$ cat src/rtl/bcd_disp_pkg.sv
// Shared constants for the two-digit BCD seven-segment scanner.
// Segment patterns are active-low, ordered {g,f,e,d,c,b,a}.
package bcd_disp_pkg;

  localparam logic [6:0] SEG_0     = 7'b1000000;
  localparam logic [6:0] SEG_1     = 7'b1111001;
  localparam logic [6:0] SEG_2     = 7'b0100100;
  localparam logic [6:0] SEG_3     = 7'b0110000;
  localparam logic [6:0] SEG_4     = 7'b0011001;
  localparam logic [6:0] SEG_5     = 7'b0010010;
  localparam logic [6:0] SEG_6     = 7'b0000010;
  localparam logic [6:0] SEG_7     = 7'b1111000;
  localparam logic [6:0] SEG_8     = 7'b0000000;
  localparam logic [6:0] SEG_9     = 7'b0010000;
  localparam logic [6:0] SEG_DASH  = 7'b0111111;
  localparam logic [6:0] SEG_BLANK = 7'b1111111;

  // Digit enables, active-low; an[0] = ones, an[1] = tens.
  localparam logic [1:0] AN_ONES = 2'b10;
  localparam logic [1:0] AN_TENS = 2'b01;
  localparam logic [1:0] AN_OFF  = 2'b11;

  typedef enum logic {
    SelOnes = 1'b0,
    SelTens = 1'b1
  } slot_e;

endpackage

$ cat src/rtl/seg7_decoder.sv
// Combinational BCD to active-low seven-segment decoder; non-BCD codes show a dash.
module seg7_decoder
  import bcd_disp_pkg::*;
(
  input  logic [3:0] bcd,
  output logic [6:0] seg
);

  // Table lookup; codes 10-15 fall through to the dash pattern.
  always_comb begin
    seg = SEG_DASH;
    case (bcd)
      4'd0:    seg = SEG_0;
      4'd1:    seg = SEG_1;
      4'd2:    seg = SEG_2;
      4'd3:    seg = SEG_3;
      4'd4:    seg = SEG_4;
      4'd5:    seg = SEG_5;
      4'd6:    seg = SEG_6;
      4'd7:    seg = SEG_7;
      4'd8:    seg = SEG_8;
      4'd9:    seg = SEG_9;
      default: seg = SEG_DASH;
    endcase
  end

endmodule

$ cat src/rtl/bcd_display_scanner.sv
// Cascaded tens digit with sticky overflow, plus a two-slot multiplexed
// seven-segment driver with optional leading-zero blanking of the tens digit.
module bcd_display_scanner
  import bcd_disp_pkg::*;
#(
  parameter int unsigned SCAN_DIV = 100000,
  parameter int unsigned BLANK_LZ = 1
) (
  input  logic       clk,
  input  logic       rst_n,
  input  logic [3:0] ones_bcd,
  input  logic       carry_in,
  input  logic       clr,
  output logic [6:0] seg,
  output logic [1:0] an,
  output logic [3:0] tens_bcd,
  output logic       ovf
);

  localparam int unsigned PRESC_W = (SCAN_DIV > 1) ? $clog2(SCAN_DIV) : 1;
  localparam logic [PRESC_W-1:0] PRESC_MAX = PRESC_W'(SCAN_DIV - 1);

  logic [3:0]         tens_q, tens_d;
  logic               ovf_q, ovf_d;
  logic [PRESC_W-1:0] presc_q, presc_d;
  slot_e              sel_q, sel_d;
  logic [6:0]         seg_q, seg_d;
  logic [1:0]         an_q, an_d;
  logic [3:0]         dec_in;
  logic [6:0]         dec_seg;

  // One shared decoder; the tens side sees the registered value, so a carry on
  // this edge shows up on the display one slot-cycle later.
  assign dec_in = (sel_q == SelTens) ? tens_q : ones_bcd;

  seg7_decoder u_dec (
    .bcd (dec_in),
    .seg (dec_seg)
  );

  // Tens counter: clear beats carry; the 9->0 wrap latches overflow.
  always_comb begin
    tens_d = tens_q;
    ovf_d  = ovf_q;
    if (clr) begin
      tens_d = 4'd0;
      ovf_d  = 1'b0;
    end else if (carry_in) begin
      if (tens_q >= 4'd9) begin
        tens_d = 4'd0;
        ovf_d  = 1'b1;
      end else begin
        tens_d = tens_q + 4'd1;
      end
    end
  end

  // Prescaler and slot select: sel flips on the last prescaler count.
  always_comb begin
    presc_d = presc_q + PRESC_W'(1);
    sel_d   = sel_q;
    if (presc_q == PRESC_MAX) begin
      presc_d = '0;
      sel_d   = (sel_q == SelOnes) ? SelTens : SelOnes;
    end
  end

  // Display next-state: seg and an are computed together so they always move as a pair.
  always_comb begin
    an_d  = AN_ONES;
    seg_d = dec_seg;
    if (sel_q == SelTens) begin
      if ((BLANK_LZ != 0) && (tens_q == 4'd0) && !ovf_q) begin
        an_d  = AN_OFF;
        seg_d = SEG_BLANK;
      end else begin
        an_d  = AN_TENS;
        seg_d = dec_seg;
      end
    end
  end

  // State and output registers with asynchronous reset to a dark display.
  always_ff @(posedge clk or negedge rst_n) begin
    if (!rst_n) begin
      tens_q  <= 4'd0;
      ovf_q   <= 1'b0;
      presc_q <= '0;
      sel_q   <= SelOnes;
      seg_q   <= SEG_BLANK;
      an_q    <= AN_OFF;
    end else begin
      tens_q  <= tens_d;
      ovf_q   <= ovf_d;
      presc_q <= presc_d;
      sel_q   <= sel_d;
      seg_q   <= seg_d;
      an_q    <= an_d;
    end
  end

  assign seg      = seg_q;
  assign an       = an_q;
  assign tens_bcd = tens_q;
  assign ovf      = ovf_q;

endmodule

$ cat config.mk
export PLATFORM = sky130hd
export DESIGN_NAME = bcd_display_scanner
export DESIGN_NICKNAME = d
export VERILOG_FILES = /design/src/rtl/bcd_disp_pkg.sv /design/src/rtl/seg7_decoder.sv /design/src/rtl/bcd_display_scanner.sv
export SDC_FILE = /design/constraint.sdc
export NUM_CORES = 1
export LEC_CHECK = 0
export CORE_ASPECT_RATIO = 0.9
export CORE_MARGIN = 2
export CORE_UTILIZATION = 30
export DETAILED_ROUTE_END_ITERATION = 8
export SETUP_SLACK_MARGIN = 0.4
export SYNTH_ARGS = -nofsm -noshare
export SYNTH_HDL_FRONTEND = slang
export SYNTH_SLANG_ARGS = --single-unit
export TNS_END_PERCENT = 10
$ cat constraint.sdc
create_clock -name clk -period 1.8 [get_ports clk]
set_input_delay 0.45 -clock clk [delete_from_list [all_inputs] [get_ports clk]]
set_output_delay 0.45 -clock clk [all_outputs]
set_load 0.02 [all_outputs]
======== After elaboration in Yosys (flattened, before gate mapping) ========
Memory sizes are Yosys's and may differ from the RTL's.
Index checks and enable logic that the tools add are counted.
Widths: inputs -> output; s select.
storage, ports and cells
  register bits after elaboration ......... 32
  bits in latches ......................... 0
  bits in writable memories ............... 0
  bits in read-only memories .............. 112
  bits of input ports ..................... 8
  output and inout port bits .............. 14
  logic and storage cells ................. 30
  memories ................................ 1
memory list
  name              depth  bits a word  rd ports  clocked after memory_dff  write ports  RTL line            source
  (name not given)  16     7            1         0                         0            seg7_decoder.sv:12  case (bcd)
operators by class
  add/sub/neg operators ................... 2
  $mul .................................... 0
  div/mod/pow operators ................... 0
  order comparisons ....................... 1
  equality and inequality tests ........... 1
  shift-type cells ........................ 0
  multiplexer cells ....................... 13
  bitwise operators ....................... 0
  reductions and logical operators ........ 6
operator list
  operator               count
  $add 17x1->17 const B  1
  $eq 17x17->1 const B   1
  $mux 17                1
  $mux 4                 4
  $mux 7                 2
  $add 4x1->4 const B    1
  $ge 4x4->1 const B     1
  $logic_not 4->1        1
  $mux 1                 4
  $mux 2                 2
  $reduce_bool 2->1      2
  $reduce_and 2->1       1
  $logic_and 1x1->1      1
  $logic_not 1->1        1

======== Longest topological paths before layout ========
  depth after elaboration ................. 4
  depth in mapped cells ................... 7
  depth with buffers taken out ............ 6

======== By module ========
A second synthesis with hierarchy kept.
second synthesis, totals
  cell total of the unflattened synthesis .. 165
  area, all modules ....................... 1700.4 um^2
by module, submodules not included
  module               instances  cells an instance  area an instance (um^2)  sequential area each (um^2)
  bcd_display_scanner  1          132                1495.2                   812.0
  seg7_decoder         1          33                 205.2                    0.0

======== Least setup slack after synthesis ========
Ideal clock, no wire load.
  kind .................................... reg2reg
  from .................................... register tens_q[1], in the netlist tens_bcd[1]
  to ...................................... register tens_q[0], in the netlist tens_bcd[0]
  library setup time ...................... 77 ps
  data arrival time ....................... 1467 ps
  data required time ...................... 1723 ps
  path slack .............................. 255 ps
  cell stages (with the launch flop) ...... 7
  buffers on the path ..................... 0
  clock period less this slack ............ 1545 ps
  cell sequence ........................... dfrtp_1 > inv_1 > ha_1 > or3b_1 > nand2_1 > nand3_1 > a21oi_1
between the ends
  longest elaborated chain between the ends .. 4
RTL lines
  item                    RTL line                   source
  from (decl)             bcd_display_scanner.sv:23  logic [3:0] tens_q, tens_d;
  from (signal assigned)  bcd_display_scanner.sv:93  tens_q <= tens_d;
  $ge 4x4->1              bcd_display_scanner.sv:49  if (tens_q >= 4'd9) begin
  $mux 4                  bcd_display_scanner.sv:49
  $mux 4                  bcd_display_scanner.sv:48  end else if (carry_in) begin
  $mux 4                  bcd_display_scanner.sv:45  if (clr) begin
Every way passes these cells. The select of a mux whose other input is x is not followed.
A chain may end at the register's enable or synchronous reset.

======== Worst setup path after layout ========
  from .................................... register tens_q[1], in the netlist tens_bcd[1]
  to ...................................... output port tens_bcd[1]
RTL lines
  item       RTL line                   source
  to (decl)  bcd_display_scanner.sv:16  output logic [3:0] tens_bcd,
No word-level cell between the ends.

==> impl_metrics.tcl <==
set metrics [dict create \
    path_cells "clkdlybuf4s15_2" \
    status "completed" \
    drc_errors 0 \
    syn_area_um2 1690 \
    critPathLaunchType "flop" \
    synth-seq-cells 32 \
    cp-startpoint "tens_bcd[1]" \
    ir_worst_vdd_uv 329 \
    holdPathEnd "presc_q[15]" \
    cp.arrival_ns 1.03 \
    pre_cts_slack_ns 0.0135 \
    r2r_slack_ns 0.32 \
    die_area_um2 6250 \
    syn_nets 175 \
    grt.total_usage_pct 11.2 \
    regToRegEndpoint "tens_bcd[1]" \
    clk_latency_ns 0.28 \
    fp.dieW_um 83.1 \
    synthTopCellsByCount "dfrtp_1 (23), nor2_1 (13), nand2_1 (12)" \
    met1_length_mm 1.62 \
    max_freq_mhz 676 \
    netlist.area_leader.share_pct 34.0 \
    async_reset_ff_share_pct 100 \
    synth_top_cell_by_area "dfrtp_1" \
    syn_inst 156 \
    row_count 25 \
    cts_tree "done" \
    hpwlAfterDp_mm 2.22 \
    antenna_found_initial 0 \
    synth.area.top_cells "dfrtp_1 (34%), dfstp_2 (14%), ha_1 (8.1%)" \
    maxCapViolCount 0 \
    rsz0062_at_grt "yes" \
    final-hold-violation-count 0 \
    grt_pass1_vias 1152 \
    htreeDepth 2 \
    ys_types 38 \
    gp_congestion 0.784 \
    drtIter0Drc 115 \
    worstHoldStart "presc_q[15]" \
    root_buffer "clkbuf_8" \
    tns_ns 0 \
    ys.flop_type "dfrtp_1" \
    power_density_nw_per_um2 693 \
    worstMarginPinSlew_ns 0.389 \
    path_buf_inv 1 \
    fin_nets 207 \
    drv_slew 0 \
    layout_setup_ws_ns 0.322 \
    wl_met3_um 147 \
    dr.max_layer_used "met4" \
    clock-skew-final_ns 0.00946 \
    cpLargestDelayFamily "flip-flops" \
    core_area_um2 5350 \
    clockBufferDepth 2 \
    min_delay_path_depth 1 \
    grt_max_degree 33 \
    slowest_delay_ns 0.47 \
    yosysMostFrequentCell "dfrtp_1" \
    synth_area_per_cell_um2 10.8 \
    fin_crit_sh_pct 82.1 \
    setup_viol 0 \
    p_leak_uw 0.000970 \
    num_io_pins 22 \
    critPathSlowestCell "dfrtp_2" \
    slew_headroom_pct 74.1 \
    critPathRequiredTime_ns 1.35 \
    r2r_cells 6 \
    diodes 0 \
    grt_first_pass_wirelength_mm 5.46 \
    end_kind "output pin" \
    layout_min_cycle_time_ns 1.48 \
    worstSetupPathType "reg -> out" \
    wire_per_inst_um 12.5 \
    cts_buffers 5 \
    clkTransAtPathRegs_ns 0.07 \
    clock_sinks 32 \
    synth_warnings 0 \
    syn_to_final_growth_pct 31.3 \
    ant_nets 0 \
    num_vias 1232 \
    floorplan.initialDensity_pct 31.6 \
    wl_met2_mm 1.34 \
    routed_wl_mm 3.19 \
    synth_edf_count 0 \
    path_max_fanout 6 \
    overflow 0 \
    synth_seq_area_share_pct 48.0 \
    reg2reg_from "tens_bcd[0]" \
    viasPerCell 4.81 \
    final_layout_size_suffix_gt1_share_pct 40.7 \
    die_h_um 75.2 \
    hp-class "reg -> reg" \
    postCtsHoldBufs 0 \
    port_buffers 21 \
    firstDrtPassIters 4 \
]
[registers in the layout, summed over array words and instances (netlist names)]
| signal | count |
|---|---|
| ovf | 1 |
| sel_q | 1 |
| an | 2 |
| presc_q | 17 |
| tens_bcd | 4 |
| seg | 7 |
[layout make-up]
| type | count | area (um^2) |
|---|---|---|
| flip-flops and latches | 32 | 815 |
| fillers | 502 | 3130 |
| inverters | 6 | 30.0 |
| well taps | 67 | 83.8 |
| repair buffers | 28 | 215 |
| multi-input cells | 115 | 976 |
| clock buffers | 8 | 100 |
[kinds of logic after synthesis]
| kind of cell | count (synthesis) | share of synthesized area, % |
|---|---|---|
| flip-flops | 32 | 48.0 |
| buffers and inverters | 9 | 2.52 |
| XOR/XNOR | 15 | 7.77 |
| AO/OA/AOI/OAI | 18 | 5.92 |
| multiplexers | 8 | 5.18 |
| AND/OR/NAND/NOR | 63 | 22.4 |
| adder cells (fa/ha/maj) | 11 | 8.14 |
[through the flow]
| step | instance area, um^2 | utilization (%) | std cells | hold slack (ns) | power [uW] |
|---|---|---|---|---|---|
| 2_1_floorplan | 1720 | - | 156 | 0.154 | 855 |
| 3_3_place_gp | 2030 | 37.9 | 246 | 0.477 | 936 |
| 3_5_place_dp | 2030 | 37.9 | 246 | 0.484 | 937 |
| 4_1_cts | 2110 | 39.5 | 254 | 0.498 | 1540 |
| 5_1_grt | 2220 | 41.5 | 256 | 0.533 | 1610 |
| 6_report | 2220 | 41.5 | 256 | 0.501 | 1540 |
[worst max path at each step]
stage | endpoint | cells past startpoint
finish | tens_bcd[1] | 1
global route | tens_bcd[1] | 6
CTS | an[0] | 1
detailed placement | seg[3] | 7
global placement | seg[3] | 7
floorplan | seg[3] | 7
[routing by layer]
metal | vias to the layer above | global-route usage, %
met1 | 583 | 15.2
met2 | 29 | 15.9
met4 | 0 | 6.56
met3 | 8 | 3.29
li1 | 612 | -
met5 | - | 0
[timing repair]
item / 4_1_cts / 5_1_grt
pin swaps: 1 / 7
buffers inserted: 0 / 2
endpoints found under the setup margin: 35 / 37
resized for setup: 50 / 33
[cells in the final DEF, fill, tap and decap left out, types with 5 or more instances in the layout]
master / instances
xor2_1: 9
xnor2_1: 6
nand3_1: 9
buf_2: 8
buf_4: 8
nand2_1: 10
ha_2: 5
clkbuf_8: 7
dfstp_2: 9
nor2_1: 13
dfrtp_1: 21
clkdlybuf4s50_1: 7
nand4_1: 5
[power breakdown]
| group | internal, uW | switching [uW] | total, uW | leakage (uW) |
|---|---|---|---|---|
| sequential | 745 | 11.1 | 757 | 0.000397 |
| clock | 348 | 248 | 597 | 0.0000515 |
| combinational | 84.2 | 100 | 184 | 0.000521 |
(Power assumes the default switching activity.)
==> patch 1: new RTL, same settings <==
Set the parameter `SCAN_DIV` to 400000 (it was 100000).
--- a/src/rtl/bcd_display_scanner.sv
+++ b/src/rtl/bcd_display_scanner.sv
@@ -3,7 +3,7 @@
 module bcd_display_scanner
   import bcd_disp_pkg::*;
 #(
-  parameter int unsigned SCAN_DIV = 100000,
+  parameter int unsigned SCAN_DIV = 400000,
   parameter int unsigned BLANK_LZ = 1
 ) (
   input  logic       clk,
Function: no difference found for any inputs over 10 cycles, from zero or initial values and one cycle with rst_n low; that may be too few to reach the edited logic, so the function may still have changed.
==> patch 1 against the unedited design <==
Final area increased by 9.8%; wire length increased by 15%; largest cell class unchanged; worst setup slack got worse by 0.0091 ns; sequential cell count increased by 2; synthesized area increased by 4.3%; critical endpoint is now tens_bcd[2]; non-clock buffer count increased by 12; fmax decreased by 0.61%; via count increased by 7.6%; total power increased by 12%.
==> patch 1: results (changes against the unedited design) <==
The sequential cell area fraction in the yosys report came out at 0.489 (+0.00861). The layout multi-input combinational cell count is 117 (+1.7%). After synthesis, the cell types taking the most area are sky130_fd_sc_hd__dfrtp_1 35%, sky130_fd_sc_hd__dfstp_2 13%, sky130_fd_sc_hd__ha_1 7.8%. The final routed wire length divided by cell count came out at 13.3 um (+6.8%). The worst register-to-register path begins at presc_q[10]. The number of cells after detailed placement was 259 (+5.3%). The delay of the slowest critical-path stage is 0.42 ns (-0.05 ns). The post-synthesis cell type count is 37 (-2.6%). The number of flip-flops in the largest register came to 19 (+2). The post-placement worst setup slack came to 0.0144 ns (+0.000899 ns).

The aggregate global-route resource usage was 0.118 (+0.00631). The source of the worst hold timing path is presc_q[6]. The HPWL after detailed placement came out at 2410 um (+8.5%). The fraction of synthesized cell area taken by the top area cell type is 0.355 (+0.0144). The number of global-route vias before repair came out at 1304 (+13%). The number of standard cells after synthesis is 163 (+4.5%).

The proportion of layout cells with a drive suffix above 1 came out at 0.408 (about the same). The number of signal-net buffers in the layout was 40 (+43%). The maximum fanout encountered on the critical timing path is 3 (-3). The final weighted congestion of routability-driven global placement is 0.743 (-5.2%). The setup clock skew after layout was 0.00847 ns (-0.000987 ns). The via count normalized by instance count is 4.80 (-0.17%). The die outline width was 84.8 um (+2.0%). The first-pass GRT wire length is 6180 um (+13%). The flow ran to the end, and the final reports show no timing, DRC or antenna violations. The layout clock buffer count is 7 (-1). The multi-input gate area in the final layout is 982 um^2 (+0.64%). The buffering overhead came to 0.144 (+0.0468).
-- patch 1: cell types whose count changed after synthesis, sizes merged, moves of 2 or more --
cell and change:
dfrtp +2, a21oi +2, nor2 -3, xor2 +2, or4 +2, and3 +3, buf +3, nand3 -3
-- patch 1: cell families (layout without fill, tap and decap cells) --
kind of cell	after synthesis	in the layout	share of synthesized area
and+or+nand+nor	61	62	0.200
DFF	34	34	0.489
adders and majority gates	11	11	0.0781
muxes	8	8	0.0476
xor gates and xnor gates	16	16	0.0795
AOI/OAI and AO/OA	20	20	0.0639
buffers and inverters	13	55	0.0419
-- patch 1: report_power, final --
part           internal (mW)  switching [mW]  total (mW)
Clock                  0.451           0.276       0.728
Sequential             0.790          0.0112       0.801
Combinational         0.0954           0.104       0.200
-- patch 1: final timing paths --
| kind | endpoint | slack (ns) | depth (start not counted) |
|---|---|---|---|
| min in group asynchronous | tens_bcd[3] | 0.53 | 2 |
| worst max register to register | presc_q[18] | 0.32 | 4 |
| worst min-delay path | presc_q[6] | 0.48 | 1 |
| worst min register to register | presc_q[6] | 0.48 | 1 |
| max in group asynchronous | seg[4] | 1.03 | 2 |
| worst max-delay path | tens_bcd[2] | 0.31 | 1 |
-- patch 1: per-layer routing --
metal,vias to the layer above,GRT usage,share of wire
met4,0,0.0286,0.0057
met3,3,0.0474,0.048
met5,-,0,0
met1,645,0.148,0.46
met2,28,0.190,0.48
li1,650,-,-
-- patch 1: what timing repair did --
action,4_1_cts,5_1_grt
gates resized for setup,57,26
pin swaps,0,5
setup endpoints to repair,36,39
setup buffers,5,3
cloned,1,0
-- patch 1: per-stage QoR --
stage | hold slack (ns) | power (mW)
global placement | 0.458 | 0.993
CTS | 0.478 | 1.72
global route | 0.502 | 1.80
finish | 0.480 | 1.73
detailed placement | 0.465 | 0.993
floorplan | 0.154 | 0.902
==> patch 2: new RTL, config.mk and constraints unchanged <==
Without the edit above. Register the inputs `ones_bcd`, `carry_in` and `clr` before use, without a reset. The logic sees them one clock later.
--- a/src/rtl/bcd_display_scanner.sv
+++ b/src/rtl/bcd_display_scanner.sv
@@ -20,6 +20,16 @@
   localparam int unsigned PRESC_W = (SCAN_DIV > 1) ? $clog2(SCAN_DIV) : 1;
   localparam logic [PRESC_W-1:0] PRESC_MAX = PRESC_W'(SCAN_DIV - 1);
 
+  logic [3:0] ones_bcd_q;
+  logic carry_q;
+  logic clr_q;
+
+  always_ff @(posedge clk) begin
+    ones_bcd_q <= ones_bcd;
+    carry_q    <= carry_in;
+    clr_q      <= clr;
+  end
+
   logic [3:0]         tens_q, tens_d;
   logic               ovf_q, ovf_d;
   logic [PRESC_W-1:0] presc_q, presc_d;
@@ -31,7 +41,7 @@
 
   // One shared decoder; the tens side sees the registered value, so a carry on
   // this edge shows up on the display one slot-cycle later.
-  assign dec_in = (sel_q == SelTens) ? tens_q : ones_bcd;
+  assign dec_in = (sel_q == SelTens) ? tens_q : ones_bcd_q;
 
   seg7_decoder u_dec (
     .bcd (dec_in),
@@ -42,10 +52,10 @@
   always_comb begin
     tens_d = tens_q;
     ovf_d  = ovf_q;
-    if (clr) begin
+    if (clr_q) begin
       tens_d = 4'd0;
       ovf_d  = 1'b0;
-    end else if (carry_in) begin
+    end else if (carry_q) begin
       if (tens_q >= 4'd9) begin
         tens_d = 4'd0;
         ovf_d  = 1'b1;
Formal check against the unedited RTL: not equivalent (a bounded check fails within 4 cycles, from zero or initial values and one cycle with rst_n low).
==> patch 2 against the unedited design <==
Sequential cell count is 6 higher; core utilization is 1.7 points higher; cell count grew 8.6%; total power grew 16%; largest power group unchanged; final area grew 11%; via count up 7.0%; worst setup slack lost 0.15 ns; wire length up 14%; non-clock buffer count is 18 higher; worst hold slack better by 0.00095 ns; sequential share of layout area up 1.4 points; synthesized area grew 4.5%.
==> patch 2: results (changes against the unedited design) <==
In the post-synthesis netlist, the biggest area contributors are sky130_fd_sc_hd__dfrtp_1 33%, sky130_fd_sc_hd__dfstp_2 13%, sky130_fd_sc_hd__ha_1 7.8%. The number of design rule violations left after detail routing was 0 (unchanged). The via count normalized by instance count is 4.74 (-1.5%).

Sorting the synthesized cells by how often they occur yields 23 x sky130_fd_sc_hd__dfrtp_1, 12 x sky130_fd_sc_hd__nor2_1, 11 x sky130_fd_sc_hd__ha_1. The maximum number of pins on one net before global-route repair is 33 (unchanged). The global-route met3 utilization came to 0.0355 (+0.00263). The global-route met2 utilization was 0.194 (+0.0351). The post-synthesis cell type count came out at 34 (-11%). The startpoint identified for the worst register-to-register timing path is presc_q[15]. The worst-case hold slack came out at 0.502 ns (+0.000953 ns).

On the critical path, the stage with the largest delay is an instance of sky130_fd_sc_hd__or4bb_4. The worst hold path begins at clr_q. The post-placement worst setup slack came out at 0.115 ns (+0.101 ns). The first-pass GRT wire length came out at 6200 um (+14%). The setup slack on the worst flop-to-flop path is 0.17 ns (-0.15 ns). Ranked by flip-flop count, first place goes to presc_q. The sequential cell area fraction in the yosys report is 0.528 (+0.0472). The HPWL after detailed placement came out at 2460 um (+11%).

The depth of the most critical reg-to-reg path came out at 4 (-2). The first-pass iteration count of the detailed router came out at 4 (unchanged). The worst reg2reg path endpoint is sel_q.

The proportion of layout cells with a drive suffix above 1 is 0.341 (-0.0661). The maximum fanout encountered on the critical timing path came out at 6 (unchanged). The worst IR drop on VDD came out at 0.000350 V (+6.3%). The endpoint of the worst hold-timing path is tens_bcd[2]. The async set-reset flop share out of synthesis is 0.842 (-0.158). The number of nets at the end of the flow came out at 226 (+9.2%). The final weighted congestion of routability-driven global placement came out at 0.785 (about the same).

In this design, the largest share of critical-path delay is due to simple AND/OR/NAND/NOR gates. The deepest level of the CTS H-tree is 2 (unchanged). The setup clock skew after layout is 0.00588 ns (-0.00358 ns). The number of global-route vias before repair came out at 1313 (+14%).

The violation count after the first detailed-routing iteration came to 73 (-37%). The arrival time of the worst setup path is 1.84 ns (+0.81 ns). The aggregate global-route resource usage came out at 0.119 (+0.00766).

STA classifies the critical path startpoint as a flip-flop. The number of CTS-inserted buffers was 5 (unchanged). The warning count from the yosys run is 0 (unchanged). The final routed wire length divided by cell count came out at 13.1 um (+5.3%). The static power due to leakage came out at 1.09 nW (+12%). The headroom to the max-slew limit came out at 0.742 (about the same). The number of antenna violations at the first check in global routing came out at 0 (unchanged). The met1 routing resource usage after global routing was 0.150 (-0.00238).

The CTS clock-pin slew for the worst setup and hold paths is 0.08 ns. The delay of the slowest critical-path stage came out at 0.55 ns (+0.08 ns). The run finished with clean final reports.
[patch 2: repair_timing]
item | 4_1_cts | 5_1_grt
setup endpoints to repair | 38 | 43
endpoints found under the hold margin | 0 | 0
setup buffers | 2 | 13
pin swaps | 2 | 6
resized for setup | 25 | 21
[patch 2: logic make-up (layout without fill, tap and decap cells)]
kind of cell	count (synthesis)	after routing	share of synthesized area
mux	8	8	0.0475
fa+ha+maj	11	11	0.0779
compound gates	16	16	0.0524
buf+inv	8	60	0.0170
flops	38	38	0.528
simple gates	59	59	0.198
xor+xnor	16	16	0.0793
[patch 2: metrics by stage]
step	total power, mW	instance area [um^2]	std cells
CTS	1.77	2280	265
finish	1.78	2460	278
global placement	1.08	2160	255
detailed placement	1.08	2160	255
floorplan	1.00	1810	156
global route	1.87	2460	278
[patch 2: power breakdown]
part,internal [mW],switching [mW],total [mW]
registers,0.885,0.0186,0.904
logic,0.0897,0.0933,0.183
clock network,0.396,0.297,0.693
[patch 2: layout make-up]
| type | instances | area [um^2] |
|---|---|---|
| Fill cell | 530 | 3230 |
| Sequential cell | 38 | 937 |
| Multi-Input combinational cell | 110 | 907 |
| Timing Repair Buffer | 46 | 393 |
| Clock buffer | 8 | 111 |
| Tap cell | 70 | 87.6 |
| Inverter | 6 | 25.0 |
[patch 2: worst max path at each step]
stage | endpoint | slack, ns | cells after the start | startpoint
finish | sel_q | 0.17 | 4 | presc_q[15]
global route | sel_q | 0.1 | 4 | presc_q[15]
CTS | sel_q | 0.17 | 4 | presc_q[13]
detailed placement | sel_q | 0.11 | 4 | presc_q[11]
global placement | sel_q | 0.17 | 4 | presc_q[8]
floorplan | presc_q[1] | 0.08 | 3 | presc_q[6]
[patch 2: per-layer routing]
metal,vias to the layer above,wire (um)
li1,651,-
met1,643,1620
met2,20,1880
met3,4,105
met4,0,43
met5,-,0
